### src/rtl/fp_add_norm_pack.sv
// Normalise, round-to-nearest-even and pack the binary32 adder result; 2-cycle latency.
// A stalled output (out_valid & ~out_ready) freezes both stages and drops in_ready.
module fp_add_norm_pack #(
  parameter int MAN_W = 24,
  parameter int EXP_W = 8
) (
  input  logic             CLK,
  input  logic             RST,
  input  logic             in_valid,
  output logic             in_ready,
  input  logic [MAN_W-1:0] Z,
  input  logic [4:0]       C,
  input  logic [EXP_W-1:0] ZE,
  input  logic             E,
  input  logic             AS,
  input  logic             BS,
  input  logic             ZS,
  output logic             out_valid,
  input  logic             out_ready,
  output logic [31:0]      F,
  output logic             ovf,
  output logic             unf,
  output logic             zero
);

  localparam logic signed [EXP_W+1:0] ONE_X  = 1;
  localparam logic signed [EXP_W+1:0] ZERO_X = 0;
  localparam logic signed [EXP_W+1:0] EMAX_X = (1 << EXP_W) - 1;

  logic stall;
  assign stall    = out_valid & ~out_ready;
  assign in_ready = ~stall;

  // Stage 1: normalise. Only the 23-bit fraction is kept; the hidden bit is implicit.
  logic                    n1_zero, n1_sign, n1_g;
  logic [MAN_W-2:0]        n1_frac;
  logic signed [EXP_W+1:0] n1_exp, ze_x, c_x;

  assign ze_x = $signed({2'b00, ZE});
  assign c_x  = $signed({{(EXP_W-3){1'b0}}, C});

  always_comb begin
    n1_zero = ~E & ((C >= 5'd24) | (Z == '0));
    n1_sign = ZS;
    n1_g    = 1'b0;
    n1_frac = '0;
    n1_exp  = ZERO_X;
    if (n1_zero) begin
      n1_sign = AS & BS;
    end else if (E) begin
      n1_frac = Z[MAN_W-1:1];
      n1_g    = Z[0];
      n1_exp  = ze_x + ONE_X;
    end else begin
      n1_frac = Z[MAN_W-2:0] << C;
      n1_exp  = ze_x - c_x;
    end
  end

  logic                    s1_vld, s1_zero, s1_sign, s1_g;
  logic [MAN_W-2:0]        s1_frac;
  logic signed [EXP_W+1:0] s1_exp;

  // Stage 2: a carry out of the fraction sum means the mantissa wrapped to 2^24,
  // leaving the fraction at zero and bumping the exponent.
  logic [MAN_W-1:0]        rsum;
  logic signed [EXP_W+1:0] r_exp;
  logic [31:0]             n2_f;
  logic                    n2_ovf, n2_unf, n2_zero;

  always_comb begin
    rsum    = {1'b0, s1_frac} + {{(MAN_W-1){1'b0}}, s1_g & s1_frac[0]};
    r_exp   = rsum[MAN_W-1] ? s1_exp + ONE_X : s1_exp;
    n2_f    = {s1_sign, r_exp[EXP_W-1:0], rsum[MAN_W-2:0]};
    n2_ovf  = 1'b0;
    n2_unf  = 1'b0;
    n2_zero = 1'b0;
    if (s1_zero) begin
      n2_f    = {s1_sign, 31'b0};
      n2_zero = 1'b1;
    end else if (r_exp <= ZERO_X) begin
      n2_f    = {s1_sign, 31'b0};
      n2_unf  = 1'b1;
      n2_zero = 1'b1;
    end else if (r_exp >= EMAX_X) begin
      n2_f    = {s1_sign, {EXP_W{1'b1}}, {(MAN_W-1){1'b0}}};
      n2_ovf  = 1'b1;
    end
  end

  always_ff @(posedge CLK) begin
    if (RST) begin
      s1_vld    <= 1'b0;
      s1_zero   <= 1'b0;
      s1_sign   <= 1'b0;
      s1_g      <= 1'b0;
      s1_frac   <= '0;
      s1_exp    <= ZERO_X;
      out_valid <= 1'b0;
      F         <= '0;
      ovf       <= 1'b0;
      unf       <= 1'b0;
      zero      <= 1'b0;
    end else if (!stall) begin
      s1_vld    <= in_valid;
      s1_zero   <= n1_zero;
      s1_sign   <= n1_sign;
      s1_g      <= n1_g;
      s1_frac   <= n1_frac;
      s1_exp    <= n1_exp;
      out_valid <= s1_vld;
      F         <= n2_f;
      ovf       <= n2_ovf;
      unf       <= n2_unf;
      zero      <= n2_zero;
    end
  end

endmodule

### config.mk
export PLATFORM = sky130hd
export DESIGN_NAME = fp_add_norm_pack
export DESIGN_NICKNAME = d
export VERILOG_FILES = /design/src/rtl/fp_add_norm_pack.sv
export SDC_FILE = /design/constraint.sdc
export NUM_CORES = 1
export LEC_CHECK = 0
export CAP_MARGIN = 20
export CORE_MARGIN = 4
export CORE_UTILIZATION = 30
export DETAILED_ROUTE_END_ITERATION = 10
export GPL_TIMING_DRIVEN = 1
export RECOVER_POWER = 100
export SYNTH_ARGS = -nofsm -noshare
export SYNTH_HDL_FRONTEND = slang
export SYNTH_SLANG_ARGS = --single-unit
### constraint.sdc
create_clock -name CLK -period 3.25 [get_ports CLK]
set_clock_uncertainty 0.2 [all_clocks]
set_input_delay 0.8125 -clock CLK [delete_from_list [all_inputs] [get_ports CLK]]
set_output_delay 0.8125 -clock CLK [all_outputs]
set_load 0.01 [all_outputs]
# Word-level counts from Yosys, hierarchy flattened
# Cells that the tools add are included.
# totals
regBits	73
elab_cells	45
# op_classes
n_reduce_logical	1
n_bitwise	8
order_cmp	3
n_addsub	4
shifts	1
muxes	17
# ops
cell	n
31-bit two-way mux	3
23-bit two-way mux	2
10-bit two-way mux	3
23-bit by 1-bit adder with 24-bit output	1
24-bit zero test	1
23-bit by 5-bit << shifter with 23-bit output	1
10-bit by 2-bit adder with 10-bit output, second input constant	1
10-bit by 9-bit greater-or-equal comparator with 1-bit output, second input constant	1
10-bit by 1-bit <= comparator with 1-bit output, second input constant	1
8-bit by 1-bit adder with 9-bit output, second input constant	1
1-bit two-way mux	9
8-bit by 5-bit subtractor with 9-bit output	1
5-bit greater-or-equal comparator, second input constant	1
1-bit bitwise AND	4
1-bit NOT	3
1-bit OR	1

# Logic depth before layout (Yosys ltp)
# Gate-level depths: netlist of the first run.
# logic_depth
ltp_word	7
depth_mapped	12
depth_no_buf	10

# Worst setup path after synthesis of the first run
# OpenSTA, ideal clock, no wires.
# synth_timing
path_type	input-to-reg
start	input C[1]
end	register s1_exp[6]
t_required_ns	2.913
setup_slack_ns	-0.295
t_arrival_ns	3.208
path_buffers	3
stages	11
path_cell_list	buf_2 clkbuf_1 buf_2 inv_1 fa_1 a21o_1 a21o_1 a211oi_1 xor2_1 a22oi_1 a21oi_1
# synth_between
elab_chain_cells	4
elab_cells_between_ends	6
classes_between	add/sub: 1; order compare: 1; mux: 2; bitwise: 2
# synth_lines
element	line	text
from (decl)	12	input logic [4:0] C,
parallel branches: the longest is 3 deep, another holds 8-bit by 5-bit subtractor with 9-bit output	n/a	
10-bit two-way mux *	48	if (n1_zero) begin
to (signal assigned)	110	s1_exp <= n1_exp;
to (decl)	62	logic signed [EXP_W+1:0] s1_exp;
# Mark *: on every way between the ends.
# A chain may end at the register's enable or synchronous reset.

# Worst setup path after layout of the first run
# layout_timing
start	input out_ready
end	output in_ready
# layout_between
elab_chain_cells	3
# layout_lines
element	line	text
from (decl)	19	input logic out_ready,
1-bit NOT	31	assign stall = out_valid & ~out_ready;
1-bit bitwise AND	31	
1-bit NOT	32	assign in_ready = ~stall;
to (decl)	10	output logic in_ready,
# Every way passes these cells.

==> qor.txt, run 1 <==
GR peak layer - met1
Mapped Area - 5050 sq um
ant diodes - 0
non-filler instance count after layout - 952
number of hold buffers added after cts - 0
Placer Congestion - 0.955
Worst-Skew Late Latency - 0.33 ns
status - complete, no violations
routed len/inst - 16.0 um
Slew @ Worst Pin - 0.733 ns
Biggest register - F
most frequent cells in the layout - nand2_1, dfxtp_1, nor2_1, buf_4
max frequency - 314 MHz
CP Capture Type - output port
max-slew violations - 0
Ys Warns - 0
CTS-repair resized insts - 0
max-cap violation count - 0
postcts setup bufs - 0
largest registers - F (32), s1_frac (23), s1_exp (10)
first-pass GRT wire length - 24.3 mm
commonest non-fill, non-tap cell in the layout - nand2_1
setup ws final - 0.0682 ns
io pins - 82
ys async rst share - 0
P_leak - 2.62 nW
DR vias/cell - 5.23
final hold vios - 0
DRC - 0
Final setup viols - 0
clock net sink count - 73
DP Worst Slack - -0.142 ns
Worst VDD drop - 0.174 mV
Chip Height - 138 um
post-detail-place hpwl - 11.7 mm
EDFF count, synth - 0
grt total ovfl - 0
Avg Inst Size Synth - 8.12 sq um
critical path type - in2out
grt met1 use - 0.237
post-detailed-route count of antenna-violating nets - 0
max FFs per register - 32
headroom to the max-slew limit - 0.499
I/O Buffers - 81
RSZ-0062 raised after global routing - false
Power Density - 398 nW/um^2
#FFs+latches synth - 73
Setup Total Neg Slack - 0 ns
Clock Path Buffers - 2
placed inst area - 6420 sq um
Final Routed Wirelength - 15.3 mm
share of the yosys chip area belonging to registers - 0.289
Starting Density - 0.306
fillcell total - 1703
crit start category - primary input
number of global-route vias before repair - 4648
Worst-path clk slew - 0.06 ns
TritonCTS clock tree - done
CTS Buf Count - 9
Inst Count DP - 936
Total GRT Usage - 0.162
period utilization - 0.979
total die area - 19000 sq um
Arrival @ worst endpoint - 2.17 ns
Post-Syn Nets - 676
worst hold path type - reg2reg
synth unique cells - 65
core area - 16500 sq um
via count - 4981
commonest register cell after synthesis - dfxtp_1
met2 GRT Util - 0.229
critical path peak fanout - 2
final core utilization - 0.402
synth-to-layout area growth - 31.6%
initial antenna violation count - 0
Initial DRC Count - 551
H-tree level count - 3
CTS root buf - clkbuf_16
row count - 47
largest net degree at the start of global routing - 46
M3 GR Usage - 0.0332
Final Net Count - 781
fin crit period - 3.18 ns
Die X - 138 um
DR pass1 iterations - 5
layout cells sized above 1 - 0.139
Syn Inst Count - 622
Worst EP required - 2.24 ns
post-layout instance area - 6650 sq um
==> cell families after synthesis <==
kind of cell,after synthesis,share of synthesized area
xor gates and xnor gates,38,0.0659
buffers and inverters,61,0.0528
DFF,73,0.289
and+or+nand+nor,246,0.237
adders and majority gates,9,0.0238
muxes,33,0.103
AOI/OAI and AO/OA,162,0.228
==> power breakdown <==
part	switching [mW]	internal, mW
clock	0.379	0.636
combinational	0.309	0.302
sequential	0.0649	0.956
==> layer usage <==
layer / part of all wire / routed length (um)
met1: 0.49 / 7470
met5: 0 / 0
met3: 0.068 / 1040
met4: 0.023 / 352
met2: 0.42 / 6410
==> final cells by class <==
class | count | area, sq um | area share
inverters | 13 | 48.8 | 0.00734
repair buffers | 142 | 1290 | 0.194
well taps | 220 | 275 | 0.0414
multi-input cells | 488 | 3260 | 0.491
flip-flops and latches | 73 | 1460 | 0.220
clock inverters | 4 | 51.3 | 0.00772
clock buffers | 12 | 256 | 0.0386
==> metrics by stage <==
stage,power [mW],hold WS [ns]
after global routing,2.78,0.267
after detailed placement,1.68,0.243
after CTS,2.70,0.256
after global placement,1.68,0.238
final,2.65,0.245
after floorplan,1.40,0.232
==> worst paths after layout <==
path / startpoint / endpoint / slack (ns) / depth (start not counted)
min: F[9] / F[9] / 0.24 / 2
min reg2reg: F[9] / F[9] / 0.24 / 2
max reg2reg: s1_exp[1] / ovf / 0.34 / 8
max: out_ready / in_ready / 0.07 / 4
==> cell usage after synthesis (3+ instances only) <==
| cell | count | area, sq um |
|---|---|---|
| nand2_1 | 95 | 357 |
| dfxtp_1 | 73 | 1460 |
| nor2_1 | 51 | 191 |
| a21oi_1 | 31 | 155 |
| clkbuf_1 | 28 | 105 |
| o21ai_0 | 28 | 140 |
| nand3_1 | 22 | 110 |
| o21ai_2 | 20 | 175 |
| xor2_1 | 20 | 175 |
| xnor2_1 | 18 | 158 |
| mux2i_1 | 17 | 170 |
| mux4_2 | 15 | 338 |
| nor3_1 | 14 | 70.1 |
| a221oi_1 | 12 | 105 |
| nand4_1 | 12 | 75.1 |
| buf_2 | 11 | 55.1 |
| inv_1 | 11 | 41.3 |
| nor4_1 | 10 | 62.6 |
| a22o_1 | 9 | 78.8 |
| and3_1 | 9 | 56.3 |
| ha_1 | 8 | 100 |
| a22oi_1 | 7 | 52.6 |
| a31oi_1 | 7 | 43.8 |
| a211oi_1 | 6 | 45.0 |
| or3_1 | 6 | 37.5 |
| and4_1 | 5 | 43.8 |
| buf_1 | 5 | 18.8 |
| nor2b_1 | 5 | 31.3 |
| a211o_1 | 4 | 35.0 |
| o211ai_1 | 4 | 30.0 |
| a2111oi_0 | 3 | 26.3 |
| buf_6 | 3 | 33.8 |
| nand3b_1 | 3 | 22.5 |
| o22ai_1 | 3 | 18.8 |
| o311ai_0 | 3 | 26.3 |
==> critical path, stage by stage <==
cell	delay [ns]
clkdlybuf4s50_1	0.40
nor2b_1	0.27
inv_1	0.18
clkdlybuf4s50_1	0.51
No activity file was read; power rests on OpenSTA's default activity.
==> run 2, diff against run 1 <==
--- a/config.mk
+++ b/config.mk
@@ -11,6 +11,7 @@
 export DETAILED_ROUTE_END_ITERATION = 10
 export GPL_TIMING_DRIVEN = 1
 export RECOVER_POWER = 100
+export SLEW_MARGIN = 20
 export SYNTH_ARGS = -nofsm -noshare
 export SYNTH_HDL_FRONTEND = slang
 export SYNTH_SLANG_ARGS = --single-unit
==> results of run 2 <==
No change in the layout: final DEF, timing and power equal those of run 1.
==> run 3, diff against run 2 <==
--- a/config.mk
+++ b/config.mk
@@ -11,6 +11,7 @@
 export DETAILED_ROUTE_END_ITERATION = 10
 export GPL_TIMING_DRIVEN = 1
 export RECOVER_POWER = 100
+export SETUP_SLACK_MARGIN = 0.15
 export SLEW_MARGIN = 20
 export SYNTH_ARGS = -nofsm -noshare
 export SYNTH_HDL_FRONTEND = slang
==> qor.txt, run 3 (synthesis gave the netlist of run 1 again) <==
max-slew violations - 0 (unchanged)
Initial DRC Count - 445 (-19%)
layout cells sized above 1 - 0.151 (+0.0118)
Final Net Count - 790 (+1.2%)
Placer Congestion - 0.938 (-1.8%)
io pins - 82 (unchanged)
TritonCTS clock tree - done
initial antenna violation count - 0 (unchanged)
I/O Buffers - 81 (unchanged)
worst path buffer plus inverter count - 3 (unchanged)
crit path cell chain - clkdlybuf4s50_1 -> nor2b_1 -> inv_1 -> clkdlybuf4s50_1
max-cap violation count - 0 (unchanged)
Starting Density - 0.306 (unchanged)
hold_sp - F[15]
Critical Path Most Common Cell - clkdlybuf4s50_1
Chip Height - 138 um (unchanged)
Final setup viols - 0 (unchanged)
Worst Setup SP - out_ready
CP Capture Type - output port
CTS Buf Count - 9 (unchanged)
Worst-Skew Late Latency - 0.33 ns (about the same)
Biggest register - F
status - complete, no violations
worst hold path type - reg2reg
grt total ovfl - 0 (unchanged)
Worst-path clk slew - 0.06 ns (about the same)
crit start category - primary input
critical path peak fanout - 2 (unchanged)
period utilization - 0.941 (-0.0384)
postcts setup bufs - 0 (unchanged)
Final Routed Wirelength - 15.8 mm (+3.4%)
DR vias/cell - 5.27 (+0.79%)
Slew @ Worst Pin - 0.807 ns (+0.0744 ns)
max frequency - 327 MHz (+4.1%)
first-pass GRT wire length - 24.8 mm (+2.1%)
Setup Total Neg Slack - 0 ns (unchanged)
commonest non-fill, non-tap cell in the layout - nand2_1
post-detail-place hpwl - 12.1 mm (+3.6%)
Worst VDD drop - 0.177 mV (+2.0%)
final hold vios - 0 (unchanged)
Arrival @ worst endpoint - 2.04 ns (-0.13 ns)
Die X - 138 um (unchanged)
synth-to-layout area growth - 32.8%
headroom to the max-slew limit - 0.462 (-0.0369)
row count - 47 (unchanged)
via count - 5068 (+1.7%)
Clock Path Buffers - 2 (unchanged)
CP max stage cell - clkdlybuf4s50_1
non-filler instance count after layout - 961 (+0.95%)
CP top delay family - buffers and inverters
most frequent cells in the layout - nand2_1, dfxtp_1, buf_4, nor2_1, o21ai_0
largest registers - F (32), s1_frac (23), s1_exp (10)
fin crit period - 3.06 ns (-0.125 ns)
ant diodes - 0 (unchanged)
total die area - 19000 sq um (unchanged)
Total GRT Usage - 0.165 (+0.00370)
largest net degree at the start of global routing - 40 (-13%)
critical path type - in2out
core area - 16500 sq um (unchanged)
number of global-route vias before repair - 4669 (+0.45%)
CP max stage delay - 0.57 ns (+0.06 ns)
CTS root buf - clkbuf_16
max FFs per register - 32 (unchanged)
post-detailed-route count of antenna-violating nets - 0 (unchanged)
P_leak - 2.67 nW (+1.9%)
clock net sink count - 73 (unchanged)
routed len/inst - 16.4 um (+2.4%)
DR pass1 iterations - 4 (-1)
reg2reg start - s1_exp[2]
Worst EP required - 2.24 ns (about the same)
H-tree level count - 3 (unchanged)
RSZ-0062 raised after global routing - false
DRC - 0 (unchanged)
Inst Count DP - 945 (+0.96%)
Power Density - 394 nW/um^2 (-1.0%)
-- run 3: report_power, final --
part           internal [mW]  leakage (nW)  switching (mW)
combinational          0.315          1.94           0.321
clock                  0.597         0.139           0.392
sequential             0.956         0.599          0.0637
total                   1.87          2.67           0.777
-- run 3: final cells by class --
class | instances | area (sq um)
timing repair buffer | 151 | 1360
sequential | 73 | 1460
clock buffer | 10 | 229
multi-input combinational | 488 | 3260
fill | 1704 | 9820
clock inverter | 6 | 67.6
tap | 220 | 275
inverter | 13 | 48.8
-- run 3: worst paths after layout --
path	end	slack, ns	cells past startpoint
max	in_ready	0.19	4
min	F[15]	0.25	2
max reg2reg	ovf	0.36	7
min reg2reg	F[15]	0.25	2
-- run 3: per-layer routing --
layer | global-route usage | vias to the layer above | wire length, um
li1 | - | 2531 | -
met1 | 0.249 | 2350 | 7890
met2 | 0.243 | 165 | 6730
met3 | 0.0252 | 22 | 907
met4 | 0.0472 | 0 | 257
met5 | 0 | - | 0
-- run 3: metrics by stage --
step / total power [mW] / area (sq um) / hold slack, ns / util / setup slack [ns]
6_report: 2.64 / 6700 / 0.246 / 0.406 / 0.193
5_1_grt: 2.77 / 6700 / 0.266 / 0.406 / 0.0779
4_1_cts: 2.69 / 6790 / 0.253 / 0.411 / 0.160
3_5_place_dp: 1.70 / 6490 / 0.242 / 0.393 / -0.0870
3_3_place_gp: 1.70 / 6490 / 0.237 / 0.393 / -0.0398
2_1_floorplan: 1.40 / 5070 / 0.232 / - / 0.163
-- run 3: what timing repair did --
item,CTS,global route
setup endpoints to repair,0,1
resized for setup,0,1
endpoints found under the hold margin,0,0
hold buffers,0,0
-- run 3: worst reg2reg max path, cell delays in order, from the launching register on --
cell and delay, ns:
dfxtp_1 0.54, nand3_1 0.26, o21ai_0 0.31, a32oi_1 0.16, o41a_1 0.46, o311a_1 0.40, clkbuf_1 0.22, a22o_1 0.23
